`src/rtl/tartaruga_pkg.sv`:
```
// tartaruga_pkg: shared types and constants for the tartaruga pipeline memory port
package tartaruga_pkg;
  typedef enum logic [1:0] {ARB_IDLE, ARB_WAIT_I, ARB_WAIT_D, ARB_WAIT_DROP} arb_state_t;
  typedef struct packed {
    logic [31:0] addr;
    logic [31:0] wdata;
    logic [3:0]  be;
    logic        we;
  } mem_req_t;
  localparam int unsigned ARB_STARVE_MAX_DEFAULT = 4;
endpackage

```
`src/rtl/mem_port_arbiter.sv`:
```
// mem_port_arbiter: shares one memory port between fetch and data with data priority and fetch anti-starvation
module mem_port_arbiter
  import tartaruga_pkg::*;
#(
  parameter int unsigned STARVE_MAX = ARB_STARVE_MAX_DEFAULT
) (
  input  logic        clk_i,
  input  logic        rstn_i,
  input  logic        flush_i,
  input  logic        if_req_i,
  input  logic [31:0] if_addr_i,
  output logic        if_gnt_o,
  output logic        if_rvalid_o,
  output logic [31:0] if_rdata_o,
  input  logic        dm_req_i,
  input  logic        dm_we_i,
  input  logic [3:0]  dm_be_i,
  input  logic [31:0] dm_addr_i,
  input  logic [31:0] dm_wdata_i,
  output logic        dm_gnt_o,
  output logic        dm_rvalid_o,
  output logic [31:0] dm_rdata_o,
  output logic        mem_req_o,
  output logic        mem_we_o,
  output logic [3:0]  mem_be_o,
  output logic [31:0] mem_addr_o,
  output logic [31:0] mem_wdata_o,
  input  logic        mem_gnt_i,
  input  logic        mem_rvalid_i,
  input  logic [31:0] mem_rdata_i
);
  arb_state_t state_q, state_d;
  logic [3:0] starve_q, starve_d;
  logic       idle, starved, sel_d, sel_i;
  mem_req_t   req;
  assign idle    = rstn_i && state_q == ARB_IDLE;
  assign starved = starve_q == 4'(STARVE_MAX) && if_req_i && !flush_i;
  assign sel_d   = idle && dm_req_i && !starved;
  assign sel_i   = idle && if_req_i && !flush_i && !sel_d;
  assign req = sel_d ? mem_req_t'{addr: dm_addr_i, wdata: dm_wdata_i, be: dm_be_i, we: dm_we_i}
             : sel_i ? mem_req_t'{addr: if_addr_i, wdata: 32'h0, be: 4'hf, we: 1'b0}
             : '0;
  assign mem_req_o   = sel_d | sel_i;
  assign mem_we_o    = req.we;
  assign mem_be_o    = req.be;
  assign mem_addr_o  = req.addr;
  assign mem_wdata_o = req.wdata;
  assign if_gnt_o    = mem_gnt_i & sel_i;
  assign dm_gnt_o    = mem_gnt_i & sel_d;
  assign if_rvalid_o = rstn_i && state_q == ARB_WAIT_I && mem_rvalid_i && !flush_i;
  assign dm_rvalid_o = rstn_i && state_q == ARB_WAIT_D && mem_rvalid_i;
  assign if_rdata_o  = if_rvalid_o ? mem_rdata_i : 32'h0;
  assign dm_rdata_o  = dm_rvalid_o ? mem_rdata_i : 32'h0;
  always_comb begin
    state_d  = if_gnt_o ? ARB_WAIT_I
             : dm_gnt_o ? ARB_WAIT_D
             : (state_q == ARB_IDLE || mem_rvalid_i) ? ARB_IDLE
             : (state_q == ARB_WAIT_I && flush_i) ? ARB_WAIT_DROP
             : state_q;
    starve_d = (if_gnt_o || !if_req_i) ? 4'd0
             : (dm_gnt_o && starve_q != 4'(STARVE_MAX)) ? starve_q + 4'd1
             : starve_q;
  end
  always_ff @(posedge clk_i or negedge rstn_i) begin
    if (!rstn_i) begin
      state_q  <= ARB_IDLE;
      starve_q <= 4'd0;
    end else begin
      state_q  <= state_d;
      starve_q <= starve_d;
    end
  end
endmodule

```
`config.mk`:
```
export PLATFORM = sky130hd
export DESIGN_NAME = mem_port_arbiter
export DESIGN_NICKNAME = d
export VERILOG_FILES = /design/src/rtl/tartaruga_pkg.sv /design/src/rtl/mem_port_arbiter.sv
export SDC_FILE = /design/constraint.sdc
export NUM_CORES = 1
export LEC_CHECK = 0
export BUFFER_PORTS_ARGS = -buffer_cell sky130_fd_sc_hd__buf_2
export CAP_MARGIN = 20
export CELL_PAD_IN_SITES_DETAIL_PLACEMENT = 1
export CELL_PAD_IN_SITES_GLOBAL_PLACEMENT = 1
export CORE_AREA = 2 2 108 110
export DETAILED_ROUTE_END_ITERATION = 10
export DIE_AREA = 0 0 110 112
export GPL_TIMING_DRIVEN = 1
export HOLD_SLACK_MARGIN = 0.08
export MAX_ROUTING_LAYER = met4
export PLACE_DENSITY = 0.87
export SLEW_MARGIN = 25
export SYNTH_ARGS = -nofsm -noshare
export SYNTH_HDL_FRONTEND = slang
export SYNTH_SLANG_ARGS = --single-unit
```
`constraint.sdc`:
```
create_clock -name clk_i -period 3.3 [get_ports clk_i]
set_clock_uncertainty 0.1 [all_clocks]
set_input_delay 0.66 -clock clk_i [delete_from_list [all_inputs] [get_ports clk_i]]
set_output_delay 0.66 -clock clk_i [all_outputs]
set_load 0.03 [all_outputs]
```
**After elaboration in Yosys (flattened, before gate mapping)**

Index checks and enable logic that the tools add are counted.

- Muxes and demuxes: 10
- Reduce and logical (&&, ||, !) cells: 24
- Add/sub/neg operators: 1
- Bitwise operators: 3
- Equal/unequal tests: 4

Operators with widths:

| cell | number |
|---|---|
| $mux W69 | 2 |
| $mux W32 | 2 |
| $logic_and A1 B1 Y1 | 15 |
| $mux W2 | 4 |
| $mux W4 | 2 |
| $add A4 B1 Y4 const B | 1 |
| $eq A4 B3 Y1 const B | 1 |
| $logic_not A1 Y1 | 4 |
| $ne A4 B3 Y1 const B | 1 |
| $reduce_bool A4 Y1 | 1 |
| $and A1 B1 Y1 | 2 |
| $eq A2 B1 Y1 const B | 1 |
| $eq A2 B2 Y1 const B | 1 |
| $logic_not A2 Y1 | 1 |
| $logic_or A1 B1 Y1 | 2 |
| $reduce_bool A2 Y1 | 1 |
| $or A1 B1 Y1 | 1 |

- Register bits: 6
- Output and inout bits: 138
- Logic and storage cells: 44

**Logic depth before layout (Yosys ltp)**

Gate-level depths: netlist of the first run.

- Depth in word-level cells: 10
- Gate-level depth with buffers: 7

**Least setup slack after synthesis of the first run**

OpenSTA, ideal clock, no wires.

- Kind: input-to-output
- Start: in rstn_i
- End: out mem_be_o[0]
- Arrival: 2063 ps
- Stages: 3
- Path buffers: 0
- Required time: 2540 ps
- Setup slack: 477 ps
- Cell sequence: or3b_4 > o21ai_1 > o21a_1

- Cells in the longest elaborated chain, start to end: 7

Ends and longest elaborated chain:

| item | line | RTL |
|---|---|---|
| start: declaration | mem_port_arbiter.sv:8 | `input logic rstn_i,` |
| $logic_and A1 B1 Y1 (*) | mem_port_arbiter.sv:36 | `assign idle = rstn_i && state_q == ARB_IDLE;` |
| $logic_and A1 B1 Y1 (2 in a row) | mem_port_arbiter.sv:38 | `assign sel_d = idle && dm_req_i && !starved;` |
| $logic_not A1 Y1 | mem_port_arbiter.sv:39 | `assign sel_i = idle && if_req_i && !flush_i && !sel_d;` |
| $logic_and A1 B1 Y1 | mem_port_arbiter.sv:39 |  |
| $mux W69 | mem_port_arbiter.sv:41 | `: sel_i ? mem_req_t'{addr: if_addr_i, wdata: 32'h0, be: 4'hf, we: 1'b0}` |
| $mux W69 (*) | mem_port_arbiter.sv:40 | `assign req = sel_d ? mem_req_t'{addr: dm_addr_i, wdata: dm_wdata_i, be: dm_be_i, we: dm_we_i}` |
| end: declaration | mem_port_arbiter.sv:25 | `output logic [3:0] mem_be_o,` |

Mark *: on every way between the ends. The rest lies on a longest branch, timed or not.

**Worst setup path after layout of the first run**

- Start: reg starve_q[0]
- End: out mem_addr_o[9]

- Cells in the longest elaborated chain, start to end: 9

Ends and longest elaborated chain:

| item | line | RTL |
|---|---|---|
| start: declaration | mem_port_arbiter.sv:33 | `logic [3:0] starve_q, starve_d;` |
| start signal: assignment | mem_port_arbiter.sv:70 | `starve_q <= starve_d;` |
| $eq A4 B3 Y1 (*) | mem_port_arbiter.sv:37 | `assign starved = starve_q == 4'(STARVE_MAX) && if_req_i && !flush_i;` |
| $logic_and A1 B1 Y1 (*) (2 in a row) | mem_port_arbiter.sv:37 |  |
| $logic_not A1 Y1 (*) | mem_port_arbiter.sv:38 |  |
| $logic_and A1 B1 Y1 (*) | mem_port_arbiter.sv:38 |  |
| $logic_not A1 Y1 | mem_port_arbiter.sv:39 |  |
| $logic_and A1 B1 Y1 | mem_port_arbiter.sv:39 |  |
| $mux W69 | mem_port_arbiter.sv:41 |  |
| $mux W69 (*) | mem_port_arbiter.sv:40 |  |
| end: declaration | mem_port_arbiter.sv:26 | `output logic [31:0] mem_addr_o,` |

Marks and branches as above.

==> results of run 1 <==
==> layer usage <==
metal	share of wire	vias to the layer above
met4	0.019	0
met3	0.073	8
met5	0	-
met1	0.39	1179
li1	-	1243
met2	0.52	137
==> sequential cells by signal, indices dropped and copies added (netlist names) <==
name      flops
starve_q      4
state_q       2
==> cells by family after synthesis <==
group	share of synthesized area
adder cells (fa/ha/maj)	0.01610
AND/OR/NAND/NOR	0.4783
AO/OA/AOI/OAI	0.3333
buffers and inverters	0.07568
flip-flops	0.09662
==> cells in the mapped netlist (2+ instances only) <==
master	instances
o21bai_1	2
a22o_2	30
buf_2	3
clkbuf_1	9
dfrtp_1	6
o31ai_1	2
nand4bb_1	2
nand2_1	2
ha_1	2
a22o_1	2
a211oi_1	3
inv_1	6
nand4_1	2
and2_1	97
o21a_1	5
and4_2	2
buf_6	3
o21ai_0	2
nand2b_1	2
==> layout by cell type, fill, tap and decap left out, types with 2 or more instances in the layout <==
master     count
o21a_1         4
buf_2        277
a22o_2        30
a211oi_1       3
buf_12         2
nand2_1        2
o21ai_0        2
and4_2         2
clkbuf_16      3
nand2b_1       2
ha_1           2
o31ai_1        2
nand4bb_1      2
inv_1          6
and2_1        97
dfrtp_1        6
a22o_1         2
nand4_1        2
o21bai_1       2
==> final cells by class <==
type	instances	area, sq um	area share
Sequential cell	6	150.1	0.04766
Antenna cell	1	2.502	0.0007943
Multi-Input combinational cell	171	1287	0.4087
Clock buffer	3	75.07	0.02383
Tap cell	143	178.9	0.05679
Timing Repair Buffer	280	1434	0.4551
Inverter	6	22.52	0.007149
==> power by group through the flow <==
stage               sequential, mW  clock (mW)  combinational (mW)
CTS                         0.0803       0.204               0.405
floorplan                   0.0800           0               0.231
global placement            0.0810           0               0.398
global route                0.0807       0.207               0.427
finish                      0.0804       0.202               0.399
detailed placement          0.0811           0               0.404
==> path summary, 6_finish.rpt <==
check	end	slack [ns]	cells past startpoint
max	mem_addr_o[9]	0.27	7
min	state_q[0]	0.17	1
max reg2reg	starve_q[2]	1.40	5
min reg2reg	starve_q[2]	0.50	1
max in group asynchronous	starve_q[1]	2.75	1
min in group clk_i	starve_q[2]	0.50	1
==> per-stage QoR <==
stage | total power, mW | instance area (sq um)
after floorplan | 0.3109 | 1554
final | 0.6819 | 3151
after detailed placement | 0.4852 | 3073
after global routing | 0.7156 | 3151
after global placement | 0.4794 | 3073
after CTS | 0.6895 | 3148
==> results.py, run 1 <==
metrics = {
    "floorplanning": {
        "initial_core_util": 0.1391,
        "dieArea_sq_um": 12320,
        "die_h_um": 112,
        "rows": 39,
        "pin_count": 278,
        "die_w_um": 110,
        "core_sq_um": 11170,
    },
    "timing": {
        "worst_pin_slew_ns": 0.5648,
        "fin_hold_ws_ns": 0.1748,
        "slew_viol_final": 0,
        "fmax_mhz": 330.2,
        "setup_viol": 0,
        "min_period_ns": 3.028,
        "grt_setup_unrepaired": "false",
        "slew_headroom": 0.6210,
        "setup_slack_ns": 0.2718,
        "final_hold_viol_count": 0,
        "setup_tns_ns": 0,
        "period_share": 0.9176,
    },
    "critical_path": {
        "worstPathRequired_ns": 2.54,
        "crit_path_end_kind": "primary output",
        "crit_family": "compound AO/OA/AOI/OAI gates",
        "crit_chain": "inv_1, ha_1, nand3b_2, o21a_2, buf_12, a22o_2, buf_2",
        "cp_max_fo": 52,
        "cpMaxStageDelayCell": "dfrtp_1",
        "timing.rr.start": "starve_q[0]",
        "slowest_delay_ns": 0.42,
        "worstPathArrival_ns": 2.27,
        "startpoint": "starve_q[0]",
        "critPathLaunchType": "flop",
        "cp_num_buf_inv": 3,
        "crit_type": "reg -> out",
    },
    "final_layout": {
        "fillers": 1448,
        "final_layout_size_suffix_gt1_frac": 0.6888,
        "final_cell_count_no_fill": 610,
        "fin_util": 0.2819,
        "syn_to_final_growth_pct": 102.7,
        "layout.nets": 610,
    },
    "detailed_routing": {
        "drc": 0,
        "totalWireLength_mm": 9.418,
        "postRouteAntennaNets": 0,
        "post_drt_wl_per_cell_um": 15.44,
        "via_per_inst": 4.208,
        "vias": 2567,
        "dr.first_iter.drc_count": 93,
        "dr.pass1.iters": 4,
    },
    "pwr": {
        "power.internal_mw": 0.3882,
        "power.switching_mw": 0.2938,
        "p_clk_frac": 0.297,
        "power_frac_comb": 0.586,
        "powerDensity_nw_per_um2": 216.5,
        "switching_share": 0.4308,
        "p_leak_nw": 1.962,
        "ir_drop_v": 0.0001230,
        "seq_power_share": 0.118,
    },
    "synth": {
        "yosys_warnings": 0,
        "ys_seq_elements": 6,
        "async_reset_ff_frac": 1.000,
        "synthCells": 200,
        "synth-seq-area-share": 0.09662,
        "synth_area_leaders": "and2_1 39%, a22o_2 19%, dfrtp_1 9.7%",
        "ys_types": 37,
        "synth_top_area_frac": 0.3905,
        "ys.flop_type": "dfrtp_1",
        "synth_top_area_cell": "and2_1",
        "avgSynthCellArea_sq_um": 7.770,
        "synth_nets": 342,
        "synthesis.area_sq_um": 1554,
        "synth-edff-count": 0,
    },
    "job": {
        "maxCapViolCount": 0,
    },
    "global_route": {
        "use_met1": 0.1742,
        "grt_max_degree": 53,
        "first_global_vias": 2531,
        "grt_pass1_wl_mm": 13.75,
        "busiest_layer": "met2",
        "grtUsageMet2": 0.2613,
        "antenna_found_initial": 1,
        "overflow": 0,
        "grt_use_total": 0.1472,
        "grt_use_met3": 0.01171,
    },
    "placement": {
        "place.gp.congestion": 0.7992,
        "io_buffers": 277,
        "pre_cts_ws_ns": 0.2795,
        "dpl.hpwl_mm": 8.251,
        "dp.cells": 606,
    },
    "clock_network": {
        "cts_resized": 0,
        "clock_sinks": 6,
        "cts_buffers": 3,
        "clk_latency_ns": 0.23,
        "clk_pin_slew_ns": 0.04,
        "htree_levels": 1,
        "clockBufferDepth": 2,
        "clock-root-buffer": "clkbuf_16",
        "postCtsHoldBufs": 0,
        "post-cts-setup-buffer-count": 0,
        "cts_tree": "built",
    },
    "outcome": {
        "outcome": "finished, final reports clean",
    },
    "min_path": {
        "hp-class": "in -> async",
    },
}
Note: power is estimated with default switching activity, not from simulation.
==> run 2: changes to the inputs <==
--- a/config.mk
+++ b/config.mk
@@ -15,7 +15,7 @@
 export GPL_TIMING_DRIVEN = 1
 export HOLD_SLACK_MARGIN = 0.08
 export MAX_ROUTING_LAYER = met4
-export PLACE_DENSITY = 0.87
+export PLACE_DENSITY_LB_ADDON = 0.1
 export SLEW_MARGIN = 25
 export SYNTH_ARGS = -nofsm -noshare
 export SYNTH_HDL_FRONTEND = slang
==> run 2 against run 1 <==
- non-clock buffer count rose by 1
- count of clock-buffer cells in the layout is the same
- sequential power hardly changed
- worst setup slack gained 0.087 ns
- critical path depth decreased by 1
==> results.py, run 2 (synthesis gave the netlist of run 1 again) <==
metrics = {
    "timing": {
        "period_share": 0.8912,
        "setup_viol": 0,
        "slew_headroom": 0.6715,
        "worst_pin_slew_ns": 0.4928,
        "grt_setup_unrepaired": "false",
        "slew_viol_final": 0,
        "setup_tns_ns": 0,
        "fmax_mhz": 340.0,
        "min_period_ns": 2.941,
        "setup_slack_ns": 0.3589,
        "final_hold_viol_count": 0,
    },
    "detailed_routing": {
        "dr.first_iter.drc_count": 103,
        "drt-met1-wl_mm": 3.099,
        "met3_length_um": 661,
        "dr_wl_met2_mm": 5.732,
        "drc": 0,
        "postRouteAntennaNets": 0,
        "via_per_inst": 4.152,
        "totalWireLength_mm": 9.505,
        "vias": 2533,
        "dr.max_layer_used": "met4",
        "dr.pass1.iters": 4,
        "post_drt_wl_per_cell_um": 15.58,
    },
    "critical_path": {
        "worstPathRequired_ns": 2.54,
        "critPathLaunchType": "input pin",
        "crit_type": "in -> out",
        "crit_path_end_kind": "primary output",
        "worstPathArrival_ns": 2.18,
        "cp_num_buf_inv": 3,
        "crit_family": "buffers and inverters",
        "cpMaxStageDelayCell": "or3b_4",
        "crit_chain": "buf_2, or3b_4, a211oi_4, buf_12, a22o_2, buf_2",
        "slowest_delay_ns": 0.44,
        "cp_max_fo": 33,
        "cpMostUsedCell": "buf_2",
    },
    "clock_network": {
        "clk_latency_ns": 0.23,
        "clockBufferDepth": 2,
        "postCtsHoldBufs": 0,
        "cts_resized": 0,
        "clk_pin_slew_ns": 0.04,
        "htree_levels": 1,
        "clock-root-buffer": "clkbuf_16",
        "cts_buffers": 3,
        "clock_sinks": 6,
        "cts_tree": "built",
        "post-cts-setup-buffer-count": 0,
    },
    "floorplanning": {
        "pin_count": 278,
        "die_h_um": 112,
        "rows": 39,
        "die_w_um": 110,
        "dieArea_sq_um": 12320,
        "initial_core_util": 0.1391,
        "core_sq_um": 11170,
    },
    "placement": {
        "io_buffers": 277,
        "placed_area_sq_um": 3068,
        "pre_cts_ws_ns": 0.3756,
        "dpl.hpwl_mm": 8.253,
        "place.gp.congestion": 0.7758,
    },
    "pwr": {
        "p_total_mw": 0.6719,
        "powerDensity_nw_per_um2": 213.8,
        "ir_drop_v": 0.0003963,
        "p_leak_nw": 1.964,
    },
    "final_layout": {
        "top_regs": "starve_q (4), state_q (2)",
        "syn_to_final_growth_pct": 102.3,
        "final_common_cell": "buf_2",
        "diodes": 0,
        "final_layout_size_suffix_gt1_frac": 0.6895,
        "regMostFlops": "starve_q",
        "largest_register_ffs": 4,
        "final_area_sq_um": 3143,
        "layout.nets": 611,
        "final_cell_mix": "277 x buf_2, 97 x and2_1, 30 x a22o_2",
    },
    "global_route": {
        "grt_max_degree": 38,
        "grt_use_total": 0.1488,
        "overflow": 0,
        "grt_pass1_wl_mm": 13.83,
        "first_global_vias": 2574,
        "antenna_found_initial": 0,
    },
    "outcome": {
        "outcome": "finished, final reports clean",
    },
    "job": {
        "maxCapViolCount": 0,
    },
    "min_path": {
        "hp-class": "in -> async",
    },
}
==> run 2: cell types whose count changed in the layout (fill, tap and decap cells not counted) <==
cell / change
diode_2: -1
buf_4: +2
buf_12: -1
==> run 2: metrics by stage <==
step | util | hold slack [ns] | cells
global placement | 0.2745 | 0.3909 | 607
detailed placement | 0.2745 | 0.3902 | 607
global route | 0.2813 | 0.1542 | 610
CTS | 0.2813 | 0.1513 | 610
finish | 0.2813 | 0.1566 | 610
floorplan | - | 0.2644 | 200
==> run 2: cell type report <==
class,count,area (sq um)
Fill cell,1437,8031
Timing Repair Buffer,281,1429
Multi-Input combinational cell,171,1287
Tap cell,143,178.9
Sequential cell,6,150.1
Clock buffer,3,75.07
Inverter,6,22.52
==> run 2: worst register-to-register path: cells and delay by family (launching register included) <==
kind | cells | cell delay (ns)
simple gates | 1 | 0.24
fa+ha+maj | 1 | 0.20
flops | 1 | 0.41
buf+inv | 2 | 0.31
compound gates | 2 | 0.47
==> run 2: final timing paths <==
| check | start | to | slack (ns) | depth (start not counted) |
|---|---|---|---|---|
| hold / removal | rstn_i | state_q[0] | 0.16 | 1 |
| setup reg to reg | starve_q[0] | starve_q[3] | 1.45 | 6 |
| min in group clk_i | starve_q[0] | starve_q[0] | 0.49 | 2 |
| hold reg to reg | starve_q[0] | starve_q[0] | 0.49 | 2 |
| max in group asynchronous | rstn_i | starve_q[3] | 2.65 | 2 |
| setup / recovery | rstn_i | mem_addr_o[5] | 0.36 | 6 |
==> run 2: where the power goes <==
part | internal [mW] | switching, mW | total, mW
Combinational | 0.154 | 0.238 | 0.392
Clock | 0.156 | 0.0439 | 0.200
Sequential | 0.0766 | 0.00367 | 0.0803
Total | 0.386 | 0.286 | 0.672
==> run 2: metal layers <==
metal  GRT usage  vias to the layer above
met1      0.1401                     1170
met2      0.3117                      122
li1            -                     1239
met5           -                        -
met3     0.02635                        2
met4     0.01013                        0
